## src/rtl/fifo_rr_arbiter.sv

```systemverilog
// ---------------------------------------------------------------------------
// fifo_rr_arbiter
//
// Round-robin write-side arbiter that multiplexes N_REQ producers onto the
// single push port of the parity FIFO. One producer owns the port at a time
// for a tenure of at most MAX_BURST words; its words pass through a one-entry
// output register that feeds the FIFO's data_i/valid_i/grant_o handshake.
//
// Ports:
//   clk          rising-edge clock
//   rst_n        synchronous active-low reset
//   req_data_i   packed requester words, requester k in slice k
//   req_valid_i  requester k has a word
//   req_grant_o  requester k's word is accepted this cycle (one-hot or zero)
//   data_o       word to FIFO data_i
//   valid_o      to FIFO valid_i
//   grant_i      from FIFO grant_o, FIFO accepts data_o this cycle
//   owner_o      current tenure owner, 0 when idle
//   busy_o       high while a tenure is active
//   drop_o       one-cycle pulse after a discarded word
//
// Build option:
//   FIFO_RR_ARBITER_PARITY_FILTER_EN  accepted words whose XOR reduction
//   differs from EVEN_ODD are granted and counted but never forwarded.
//   Without it every accepted word is forwarded and drop_o is tied low.
// ---------------------------------------------------------------------------
module fifo_rr_arbiter #(
    parameter int DATA_WIDTH = 32,
    parameter int N_REQ      = 4,
    parameter int MAX_BURST  = 4,
    parameter int EVEN_ODD   = 0
) (
    input  logic                                clk,
    input  logic                                rst_n,
    input  logic [N_REQ*(DATA_WIDTH+1)-1:0]     req_data_i,
    input  logic [N_REQ-1:0]                    req_valid_i,
    output logic [N_REQ-1:0]                    req_grant_o,
    output logic [DATA_WIDTH:0]                 data_o,
    output logic                                valid_o,
    input  logic                                grant_i,
    output logic [$clog2(N_REQ)-1:0]            owner_o,
    output logic                                busy_o,
    output logic                                drop_o
);

    localparam int W     = DATA_WIDTH + 1;
    localparam int PTR_W = $clog2(N_REQ);
    localparam int CNT_W = $clog2(MAX_BURST + 1);

    localparam logic [CNT_W-1:0] CNT_LAST = CNT_W'(MAX_BURST - 1);
    localparam logic [PTR_W-1:0] IDX_LAST = PTR_W'(N_REQ - 1);

`ifdef FIFO_RR_ARBITER_PARITY_FILTER_EN
    localparam bit FILTER_EN = 1'b1;
`else
    localparam bit FILTER_EN = 1'b0;
`endif

    typedef enum logic {
        IDLE  = 1'b0,
        BURST = 1'b1
    } state_t;

    state_t             state_q, state_d;
    logic [PTR_W-1:0]   ptr_q, ptr_d;
    logic [PTR_W-1:0]   owner_q, owner_d;
    logic [CNT_W-1:0]   cnt_q, cnt_d;

    logic [W-1:0]       words [N_REQ];
    logic [W-1:0]       owner_word;
    logic               owner_valid;
    logic               rdy;
    logic               accept;
    logic               parity_ok;
    logic               word_ok;
    logic               tenure_end;
    logic [PTR_W-1:0]   owner_inc;

    logic               found;
    logic [PTR_W-1:0]   pick;
    logic [PTR_W-1:0]   cand;
    int unsigned        idx;

    // Unpack the requester bus into per-requester words.
    for (genvar g = 0; g < N_REQ; g++) begin : g_slice
        assign words[g] = req_data_i[g*W +: W];
    end

    always_comb begin
        owner_word  = words[owner_q];
        owner_valid = req_valid_i[owner_q];
        rdy         = !valid_o || grant_i;
        accept      = (state_q == BURST) && rdy && owner_valid;
        parity_ok   = ((^owner_word) == 1'(EVEN_ODD));
        word_ok     = !FILTER_EN || parity_ok;
        owner_inc   = (owner_q == IDX_LAST) ? '0 : owner_q + PTR_W'(1);
    end

    // The grant is offered whenever the owner could be accepted; it does
    // not wait for the owner's valid, so the handshake stays a plain AND.
    always_comb begin
        req_grant_o = '0;
        if ((state_q == BURST) && rdy) begin
            req_grant_o[owner_q] = 1'b1;
        end
    end

    // Rotating priority search starting at ptr_q, wrapping at N_REQ.
    always_comb begin
        found = 1'b0;
        pick  = '0;
        idx   = 0;
        cand  = '0;
        for (int unsigned i = 0; i < N_REQ; i++) begin
            idx = 32'(ptr_q) + i;
            if (idx >= N_REQ) begin
                idx = idx - N_REQ;
            end
            cand = PTR_W'(idx);
            if (!found && req_valid_i[cand]) begin
                found = 1'b1;
                pick  = cand;
            end
        end
    end

    always_comb begin
        state_d    = state_q;
        ptr_d      = ptr_q;
        owner_d    = owner_q;
        cnt_d      = cnt_q;
        tenure_end = 1'b0;
        case (state_q)
            IDLE: begin
                if (found) begin
                    state_d = BURST;
                    owner_d = pick;
                    cnt_d   = '0;
                end
            end
            BURST: begin
                if (accept) begin
                    cnt_d = cnt_q + CNT_W'(1);
                    if (cnt_q == CNT_LAST) begin
                        tenure_end = 1'b1;
                    end
                end else if (!owner_valid) begin
                    tenure_end = 1'b1;
                end
                if (tenure_end) begin
                    state_d = IDLE;
                    ptr_d   = owner_inc;
                    owner_d = '0;
                    cnt_d   = '0;
                end
            end
            default: begin
                state_d = IDLE;
            end
        endcase
    end

    always_ff @(posedge clk) begin
        if (!rst_n) begin
            state_q <= IDLE;
            ptr_q   <= '0;
            owner_q <= '0;
            cnt_q   <= '0;
        end else begin
            state_q <= state_d;
            ptr_q   <= ptr_d;
            owner_q <= owner_d;
            cnt_q   <= cnt_d;
        end
    end

    // One-entry output register; data_o keeps its last value after the
    // FIFO drains it so only valid_o carries meaning.
    always_ff @(posedge clk) begin
        if (!rst_n) begin
            data_o  <= '0;
            valid_o <= 1'b0;
        end else if (accept && word_ok) begin
            data_o  <= owner_word;
            valid_o <= 1'b1;
        end else if (grant_i) begin
            valid_o <= 1'b0;
        end
    end

`ifdef FIFO_RR_ARBITER_PARITY_FILTER_EN
    always_ff @(posedge clk) begin
        if (!rst_n) begin
            drop_o <= 1'b0;
        end else begin
            drop_o <= accept && !word_ok;
        end
    end
`else
    always_comb begin
        drop_o = 1'b0;
    end
`endif

    always_comb begin
        owner_o = owner_q;
        busy_o  = (state_q == BURST);
    end

endmodule

```

## config.mk

```make
export PLATFORM = sky130hd
export DESIGN_NAME = fifo_rr_arbiter
export DESIGN_NICKNAME = d
export VERILOG_FILES = /design/src/rtl/fifo_rr_arbiter.sv
export SDC_FILE = /design/constraint.sdc
export NUM_CORES = 1
export LEC_CHECK = 0
export CAP_MARGIN = 20
export CELL_PAD_IN_SITES_DETAIL_PLACEMENT = 1
export CELL_PAD_IN_SITES_GLOBAL_PLACEMENT = 1
export CORE_ASPECT_RATIO = 1.25
export CORE_UTILIZATION = 48
export DETAILED_ROUTE_END_ITERATION = 10
export DONT_BUFFER_PORTS = 1
export GPL_ROUTABILITY_DRIVEN = 0
export PLACE_DENSITY = 0.84
export SETUP_SLACK_MARGIN = 0.5
export SKIP_CTS_REPAIR_TIMING = 1
export SLEW_MARGIN = 5
export SYNTH_ARGS = -nofsm -noshare
export SYNTH_HDL_FRONTEND = slang
export SYNTH_SLANG_ARGS = --single-unit
```

## constraint.sdc

```tcl
create_clock -name clk -period 2.8 [get_ports clk]
set_input_delay 0.7 -clock clk [delete_from_list [all_inputs] [get_ports clk]]
set_output_delay 0.7 -clock clk [all_outputs]
set_load 0.02 [all_outputs]
```

Word level (Yosys, flattened, before mapping)
Index checks and enable logic that the tools add are counted.
W data, S select, Z words.

word-level totals
  memory bits (read-only) = 0
  register bits after elaboration = 42
  output and inout bits = 42
  logic and storage cells = 93
  memories kept = 0
  memory bits (writable) = 0
  latch bits = 0

cells by class
  $lt $le $gt $ge = 11
  multiply operators = 0
  bitwise logic cells = 2
  div/mod/pow operators = 0
  multiplexer cells = 45
  eq/ne operators = 5
  shift operators = 0
  $add $sub $neg = 9
  reductions and logical operators = 15

operator list
  cell                   count
  $bmux W33 S2           1
  $mux W33               2
  $mux W2                11
  $mux W1                18
  $lt A2 B3 Y1 const B   5
  $ge A3 B3 Y1 const B   4
  $bmux W1 S2            5
  $mux W3                3
  $sub A2 B1 Y2 const B  4
  $add A2 B2 Y3 const B  2
  $logic_and A1 B1 Y1    6
  $pmux W3 S2            1
  $reduce_and A2 Y1      3
  $logic_not A1 Y1       4
  $mux W4                1
  $pmux W2 S2            1
  $add A2 B1 Y3 const B  1
  $add A3 B1 Y3 const B  1
  $eq A3 B2 Y1 const B   1
  $ge A2 B3 Y1 const B   1
  $ne A3 B1 Y1 const B   1
  $not A2 Y3             1
  $add A2 B1 Y2 const B  1
  $demux W1 S2           1
  other kinds (8)        8

Depth between registers and ports, before layout
  depth after elaboration = 16
  mapped depth = 7
  gate-level depth less buffers = 4

Worst setup path before layout
No wires, ideal clock.

  path type = register -> output
  from = register owner_q[1] (netlist: owner_o[1])
  to = output req_grant_o[0]
  slack = 0.585 ns
  arrival time = 1.515 ns
  data required time = 2.100 ns
  stages on the path, launching flop included = 6
  buffers on the path = 2
  path through = dfxtp_1 > buf_2 > buf_1 > inv_1 > ha_1 > and3_1

between the ends
  word-level cells in the longest chain between the ends = 5
  elaborated cells on any way between the ends = 6

ends and longest elaborated chain
  what                                                                       line  source
  start, declared                                                            66    logic [PTR_W-1:0] owner_q, owner_d;
  start signal, assigned                                                     172   owner_q <= owner_d;
  $lt A2 B3 Y1 (implied by the code) / $ge A2 B1 Y1 (equally long branches)  104   req_grant_o[owner_q] = 1'b1;
  $logic_and A1 B1 Y1 (implied by the code)                                  104
  $mux W1 (implied by the code)                                              104
  $demux W1 S2 (*)                                                           104
  $mux W4 (*)                                                                103   if ((state_q == BURST) && rdy) begin
  end, declared                                                              37    output logic [N_REQ-1:0] req_grant_o,

Every way passes the cells marked *; elsewhere a longest branch is shown, timed or not.

Worst setup path after layout
Ends and elaborated chain as after synthesis.

==> results.py <==
metrics = {
    "global_route": {
        "grt_pass1_wl_um": 10200,
        "grt_pass1_vias": 2050,
        "grt-ovfl-total": 0,
        "antenna_found_initial": 3,
        "gr-usage-all-layers_pct": 24.3,
        "grt_max_degree": 48,
    },
    "yosys": {
        "yosysSeqAreaShare_pct": 32.1,
        "netlist_top_cells_count": "nand2_1 (76), dfxtp_1 (42), mux4_2 (34)",
        "yosys_warnings": 0,
        "ys_seq_elements": 42,
        "syn-num-nets": 400,
        "synth_top_cell_by_area": "dfxtp_1",
        "synth_area_leaders": "dfxtp_1 (32%), mux4_2 (29%), nand2_1 (11%), a21boi_1 (8.6%), ha_1 (2.9%)",
        "synth_area_per_cell_um2": 10.3,
        "syn_inst": 255,
        "yosysMostFrequentCell": "nand2_1",
        "ys.flop_type": "dfxtp_1",
        "synth_edf_count": 0,
        "netlist.area_leader.share_pct": 32.1,
        "synth_cell_type_count": 31,
        "synthArstFlopShare_pct": 0,
        "synth_area_um2": 2620,
    },
    "timing": {
        "finalCritPeriodShare_pct": 77.0,
        "setup_viol": 0,
        "skew_ps": 6.50,
        "hold_violations": 0,
        "fmax_ghz": 0.464,
        "period_needed_ps": 2160,
        "slew_viol_final": 0,
        "max_slew_margin_pct": 51.2,
        "worst_pin_slew_ps": 731,
        "rsz0062_at_grt": "no",
        "setup_tns_ps": 0,
    },
    "clocking": {
        "cts-root-buf": "clkbuf_8",
        "cts.sinks": 42,
        "cts_made_buffers": 5,
        "cts_tree": "done",
        "clockBufferDepth": 2,
        "h-tree-depth": 2,
        "clkTransAtPathRegs_ps": 70,
        "clock_latency_ps": 290,
    },
    "setup_path": {
        "crit_family": "flip-flops",
        "path_max_fanout": 14,
        "start_kind": "flip-flop",
        "critPathArrivalTime_ps": 1460,
        "worstSetupPathType": "reg -> out",
        "r2r_start": "owner_o[0]",
        "crit_buf_inv": 1,
        "crit_path_max_incr_delay_ps": 590,
        "cp-end-kind": "primary output",
        "cp_cell_sequence": "inv_1, ha_1, and3_1",
        "worstPathRequired_ps": 2100,
        "reg2regPathDepth": 5,
        "rrSetupSlack_ps": 750,
        "crit_slowest_cell": "dfxtp_2",
        "r2r-end": "data_o[24]",
    },
    "layout": {
        "fillers": 564,
        "fin_nets": 389,
        "drive_gt1_share_pct": 20.5,
        "syn_to_final_growth_pct": 3.53,
        "final_util_pct": 52.7,
    },
    "outcome": {
        "outcome": "complete, no violations",
    },
    "detailed_routing": {
        "first_pass_iters": 4,
        "vias": 1983,
        "drc": 0,
        "via_per_inst": 6.44,
        "wirelength_um": 6980,
        "drt_iter0_drc": 67,
        "wl_per_cell_um": 22.7,
        "ant_nets": 0,
    },
    "run": {
        "maxCapViolCount": 0,
    },
    "worst_hold_path": {
        "hold_class": "reg -> reg",
        "holdPathStages": 2,
        "hold_start": "cnt_q[2]",
        "hold_path_end": "cnt_q[2]",
    },
    "floorplanning": {
        "die_area_um2": 5760,
        "coreArea_um2": 5150,
        "rows": 29,
        "die-width_um": 68.1,
        "io_pins": 181,
        "die_h_um": 84.6,
        "start_util_pct": 50.9,
    },
    "power": {
        "ir_worst_vdd_v": 0.000293,
        "p_per_area_nw_per_um2": 560,
        "p_leak_nw": 0.932,
    },
    "placement": {
        "dp_hpwl_um": 5310,
        "io_buffers": 0,
    },
}
logic make-up (layout without fill, tap and decap cells):
logic type      count (synthesis)  count (layout)  share of synthesized area, %
compound gates                 48              48                          13.7
buf+inv                        29              18                          6.16
flops                          42              42                          32.1
simple gates                   92              92                          14.7
fa+ha+maj                       6               6                          2.86
other cells                     1               3                         0.143
mux                            37              37                          30.4
power by group:
group | internal [mW] | leakage [nW] | switching, mW
clock network | 0.286 | 0.0573 | 0.208
registers | 0.642 | 0.343 | 0.0928
logic | 0.155 | 0.531 | 0.136
cell type report:
| type | instances | area, um2 | share of cell area, % |
|---|---|---|---|
| tap | 62 | 77.6 | 2.86 |
| clock inverter | 1 | 30.0 | 1.11 |
| clock buffer | 6 | 82.6 | 3.04 |
| antenna | 2 | 5.00 | 0.184 |
| sequential | 42 | 843 | 31.1 |
| multi-input combinational | 184 | 1620 | 59.7 |
| timing repair buffer | 4 | 30.0 | 1.11 |
| inverter | 7 | 26.3 | 0.968 |
stage by stage:
stage / instance area [um2] / total power [mW] / hold slack (ps) / setup slack, ps / instances
2_1_floorplan: 2620 / 1.01 / 446 / 585 / 255
3_3_place_gp: 2600 / 1.03 / 453 / 673 / 299
3_5_place_dp: 2600 / 1.05 / 469 / 618 / 299
4_1_cts: 2710 / 1.54 / 479 / 645 / 306
5_1_grt: 2710 / 1.59 / 496 / 576 / 307
6_report: 2710 / 1.52 / 475 / 645 / 308
worst max path at each step:
stage / from / to / slack (ps) / depth (start not counted)
floorplan: owner_o[1] / req_grant_o[0] / 590 / 5
global placement: req_valid_i[3] / data_o[20] / 670 / 5
detailed placement: grant_i / data_o[24] / 620 / 5
CTS: owner_o[1] / req_grant_o[0] / 650 / 3
global route: owner_o[1] / req_grant_o[0] / 580 / 3
finish: owner_o[1] / req_grant_o[0] / 640 / 3
worst min-delay path, stage by stage (launching register included):
cell     delay [ps]
dfxtp_1         310
nand2_1          50
o22ai_1          60
registers in the layout (all words and copies together) (netlist names):
signal   cells
owner_o      2
data_o      33
cnt_q        3
valid_o      1
busy_o       1
ptr_q        2
placed cells by master (no fill, tap or decap), types with 2 or more instances in the layout:
| cell | instances |
|---|---|
| ha_1 | 6 |
| mux4_2 | 34 |
| a21boi_1 | 30 |
| diode_2 | 2 |
| mux2i_1 | 3 |
| nand2_1 | 76 |
| clkbuf_8 | 6 |
| dfxtp_2 | 2 |
| dfxtp_1 | 40 |
| o22ai_1 | 5 |
| and3_1 | 7 |
| a21oi_1 | 2 |
| nor2_1 | 2 |
| inv_1 | 7 |
| a21boi_0 | 4 |
| nand2b_1 | 2 |
| buf_4 | 4 |
routing by layer:
| metal | up-vias | track usage (%) | wire (um) |
|---|---|---|---|
| li1 | 899 | - | - |
| met1 | 968 | 25.6 | 2390 |
| met2 | 100 | 42.7 | 3740 |
| met3 | 14 | 9.78 | 693 |
| met4 | 2 | 7.39 | 138 |
| met5 | - | 0 | 13 |
Power figures use the tool's default switching activity.
==> patch 1, RTL diff (same flow settings) <==
Build with the macro `FIFO_RR_ARBITER_PARITY_FILTER_EN` defined.
--- a/src/rtl/fifo_rr_arbiter.sv
+++ b/src/rtl/fifo_rr_arbiter.sv
@@ -25,4 +25,6 @@
 //   Without it every accepted word is forwarded and drop_o is tied low.
 // ---------------------------------------------------------------------------
+`define FIFO_RR_ARBITER_PARITY_FILTER_EN
+
 module fifo_rr_arbiter #(
     parameter int DATA_WIDTH = 32,
Function: changed (a bounded check fails within 4 cycles, from zero or initial values and one cycle with rst_n low).
==> patch 1 against the original RTL <==
The flow now finishes with violations (negative setup slack); setup slack worse by 0.84 ns; area after synthesis is 16% higher; cell area rose by 27%; sequential cell count increased by 1; wire length grew 20%; sequential share of layout area is 5.9 points lower; non-clock buffer count up 17.
Power is not compared: it rests on default switching activity, and its combinational part moved more than twofold at a synthesized area within 25%.
==> patch 1: results (changes against the original RTL) <==
The largest registers in the layout are data_o x33, cnt_q x3. The violation count after the first detailed-routing iteration came out at 89 (+33%). The switching power of the nets came out at 0.00140 W.

The maximum clock skew at final layout is 0.00927 ns (+0.00276 ns). The count of endpoints failing setup in the final report was 33 (+33). The pin slew with the least headroom to its limit is 0.445 ns (-0.287 ns).

In the synthesized netlist, the cells that appear most often are 69 x nand2_1, 43 x dfxtp_1, 34 x mux2i_1, 34 x mux4_2, 26 x xnor2_1. The worst reg-to-reg path cell count is 11 (+6). The half-perimeter wire length after detailed placement is 6.43 mm (+21%). The worst hold slack is 0.521 ns (+0.0462 ns).

The average vias per placed instance came to 6.01 (-6.7%). The average routed wire per standard cell came to 21.7 µm (-4.3%). The worst hold path terminates at cnt_q[2]. In this run the power density over the cells is 976 nW/µm².

After clock tree synthesis, the clock-pin slew on the worst setup and hold paths is 0.08 ns. The worst-case setup slack after placement came out at -0.169 ns (-0.787 ns). The share of layout cells above drive strength 1 came out at 0.261 (+0.0560). The endpoint identified for the worst register-to-register timing path is valid_o.

The data arrival time at the worst-slack endpoint came to 3.19 ns (+1.73 ns). The routed length on met2 was 4.59 mm (+23%). The final routed wirelength across all metal layers came out at 8.35 mm (+20%). The share of synthesized flip-flops with an asynchronous set or reset came out at 0 (unchanged).

The mux contribution to synthesized area is 0.368 (+0.0644). The overall global routing resource usage is 0.235 (-0.00793). The count of cell types in the netlist was 32 (+3.2%). The number of global-route vias before repair came to 2439 (+19%). The checks that failed: negative setup slack. The share of the synthesized netlist area taken by xor and xnor gates is 0.0994 (+0.0994). The largest fanout on the critical path was 9 (-5).

The launch instance of the worst min-delay path is cnt_q[2]. The compound-cell area share of the yosys netlist is 0.0308 (-0.106). The detailed-routing wirelength on met1 is 2.94 mm (+23%).

The global-route wire length before repair is 11.9 mm (+16%). The min-delay analysis places its worst path in the category flop to flop. The synthesized-area fraction occupied by adder cells came out at 0.0246 (-0.00400).

The largest delay contributor family on the critical path is XOR/XNOR gates. The total instance count after detailed placement is 372 (+24%). The number of nets at the end of the flow is 443 (+14%). The total cell area at the placement stage is 3200 µm² (+23%). The slowest stage of the critical path belongs to the cell mux4_2.

The final setup slack of the worst path is -0.198 ns (-0.843 ns). The cell count after synthesis was 289 (+13%). The met3 routed wirelength came to 668 µm (-3.6%). The cell depth of the worst min-delay path is 2 (unchanged).

The uppermost signal routing layer after detailed routing is met4. The maximum number of pins on one net before global-route repair came out at 68 (+42%). The net count after synthesis is 434 (+8.5%). The maximum resistive drop on vdd is 0.000580 V. The peak per-stage delay on the critical path is 0.53 ns (-0.06 ns). The number of antenna violations at the first check in global routing is 1 (-2). The maximum clock path buffer count came out at 2 (unchanged). The summed negative setup slack over all endpoints came out at -5.18 ns (-5.18 ns). CTS placed an instance of clkbuf_8 at the clock tree root. By area the synthesized netlist is led by dfxtp_1 28%, mux4_2 25%, mux2i_1 11%. The flow ran to the end, but the final reports show violations. The sequential cell area fraction in the yosys report came out at 0.283 (-0.0382). In the synthesized netlist the dominant register cell turns out to be dfxtp_1.
==> patch 1: changes by cell type after synthesis, moves of 3 or more <==
cell	delta
nor3_1	+4
a21boi_0	-4
nor2_1	+9
xor2_1	+3
a21oi_1	+4
xnor2_1	+26
mux2i_1	+31
buf_12	+4
nand2_1	-7
a21boi_1	-30
xnor2_2	+3
==> patch 1: worst max path at each step <==
stage                                from         end  slack, ns
after CTS                      owner_o[0]  data_o[24]      -0.19
after global routing           owner_o[0]  data_o[24]      -0.28
after global placement    req_data_i[130]     valid_o      -0.14
after detailed placement  req_data_i[116]     valid_o      -0.17
final                          owner_o[0]     valid_o      -0.20
after floorplan                owner_o[0]     valid_o      -0.15
==> patch 1: worst reg2reg max path, stage by stage, from the launching register on <==
cell and delay [ns]:
dfxtp_4 0.37, buf_6 0.15, clkbuf_16 0.15, mux4_2 0.53
xnor2_1 0.23, xnor2_1 0.14, xnor2_1 0.27, xnor2_2 0.13
xnor2_2 0.22, mux2_4 0.37, buf_12 0.16, o21a_1 0.17
==> patch 1: power groups by stage <==
stage	Clock (W)	Combinational, W	Sequential, W
2_1_floorplan	0	0.00132	0.00119
3_3_place_gp	0	0.00151	0.00125
3_5_place_dp	0	0.00155	0.00126
4_1_cts	0.000393	0.00156	0.00124
5_1_grt	0.000432	0.00186	0.00126
6_report	0.000381	0.00174	0.00124
==> patch 1: layer usage <==
metal,global-route usage,up-vias
li1,-,1037
met1,0.248,1147
met2,0.443,115
met3,0.0655,13
met4,0.0605,0
met5,0,-
==> patch 1: layout make-up <==
type                            count  area (µm²)
Fill cell                         705        2730
Clock buffer                        7        76.3
Antenna cell                        1        2.50
Tap cell                           85         106
Multi-Input combinational cell    220        2070
Clock inverter                      1        5.00
Sequential cell                    43         866
Inverter                            7        26.3
Timing Repair Buffer               21         292
==> patch 2, RTL diff (same flow settings) <==
Without the edit above. Set the parameter `DATA_WIDTH` to 28 (it was 32).
--- a/src/rtl/fifo_rr_arbiter.sv
+++ b/src/rtl/fifo_rr_arbiter.sv
@@ -26,5 +26,5 @@
 // ---------------------------------------------------------------------------
 module fifo_rr_arbiter #(
-    parameter int DATA_WIDTH = 32,
+    parameter int DATA_WIDTH = 28,
     parameter int N_REQ      = 4,
     parameter int MAX_BURST  = 4,
Ports: changed (resized data_o and req_data_i); port bits go from 181 to 161. The function was not compared with the original's and may differ.
==> patch 2 against the original RTL <==
Die area decreased by 3.2%; worst hold slack about the same; area after synthesis shrank 3.3%; total power decreased by 7.8%; maximum frequency is 1.2% lower; sequential cell count shrank 4; cell area down 3.0%; critical path type unchanged; setup slack lost 0.026 ns; wire length rose by 0.87%; largest power group unchanged.
==> patch 2: results (changes against the original RTL) <==
The overall global routing resource usage came out at 0.262 (+0.0192). The net count after synthesis is 375 (-6.3%). The largest registers in the layout are data_o x29, cnt_q x3.

The maximum number of pins on one net before global-route repair came out at 44 (-8.3%). The number of diodes is 0 (-2). The half-perimeter wire length after detailed placement is 5.31 mm (about the same). The mux contribution to synthesized area came out at 0.287 (-0.0163). In this run the worst setup path terminates at req_grant_o[2]. The total instance count after detailed placement is 289 (-3.3%). The number of global-route vias before repair is 2165 (+5.6%).

The met3 capacity usage during global routing came to 0.0769 (-0.0209). By area the synthesized netlist is led by dfxtp_1 30%, mux4_2 26%, a21boi_1 9.2%. The run finished with clean final reports.

The sequential cell area fraction in the yosys report is 0.300 (-0.0207). The standby leakage power is 0.849 nW (-8.9%). The slowest library cell on the worst path is dfxtp_4. The average footprint of a synthesized cell is 10.3 µm² (+0.24%). The internal power of the cells came out at 0.000952 W (-12%).

The fmax is 458 MHz (-1.2%). The compound-cell area share of the yosys netlist is 0.188 (+0.0506). The data arrival time at the worst-slack endpoint is 1.48 ns (+0.02 ns).

The synthesized-area fraction occupied by adder cells came to 0.0296 (+0.000975). The worst reg-to-reg setup slack was 0.87 ns (+0.12 ns). The largest fanout on the critical path came out at 20 (+6). The met3 routed wirelength is 513 µm (-26%). The endpoint of the worst register-to-register path is data_o[7].

The maximum resistive drop on vdd is 0.000213 V (-27%). The pin slew with the least headroom to its limit came to 0.624 ns (-0.108 ns). The worst hold slack was 0.475 ns (-0.000128 ns). The number of antenna violations at the first check in global routing is 0 (-3). The final routed wirelength across all metal layers came out at 7.04 mm (+0.87%).
patch 2: kinds of logic (layout without fill, tap and decap cells):
group,after synthesis,after routing
buffers and inverters,32,21
AO/OA/AOI/OAI,73,73
flip-flops,38,38
other,1,1
AND/OR/NAND/NOR,62,62
adder cells (fa/ha/maj),6,6
multiplexers,34,34
patch 2: power by group through the flow:
stage | combinational, W | sequential, W | clock (W)
after detailed placement | 0.000321 | 0.000702 | 0
after global routing | 0.000350 | 0.000696 | 0.000433
final | 0.000319 | 0.000687 | 0.000396
after CTS | 0.000323 | 0.000689 | 0.000410
after global placement | 0.000313 | 0.000698 | 0
after floorplan | 0.000303 | 0.000669 | 0
patch 2: area by class of cell:
cell class	count	area, µm²
inverters	5	18.8
multi-input cells	176	1610
clock inverters	2	12.5
well taps	62	77.6
fillers	565	2450
flip-flops and latches	38	768
repair buffers	8	60.1
clock buffers	6	82.6
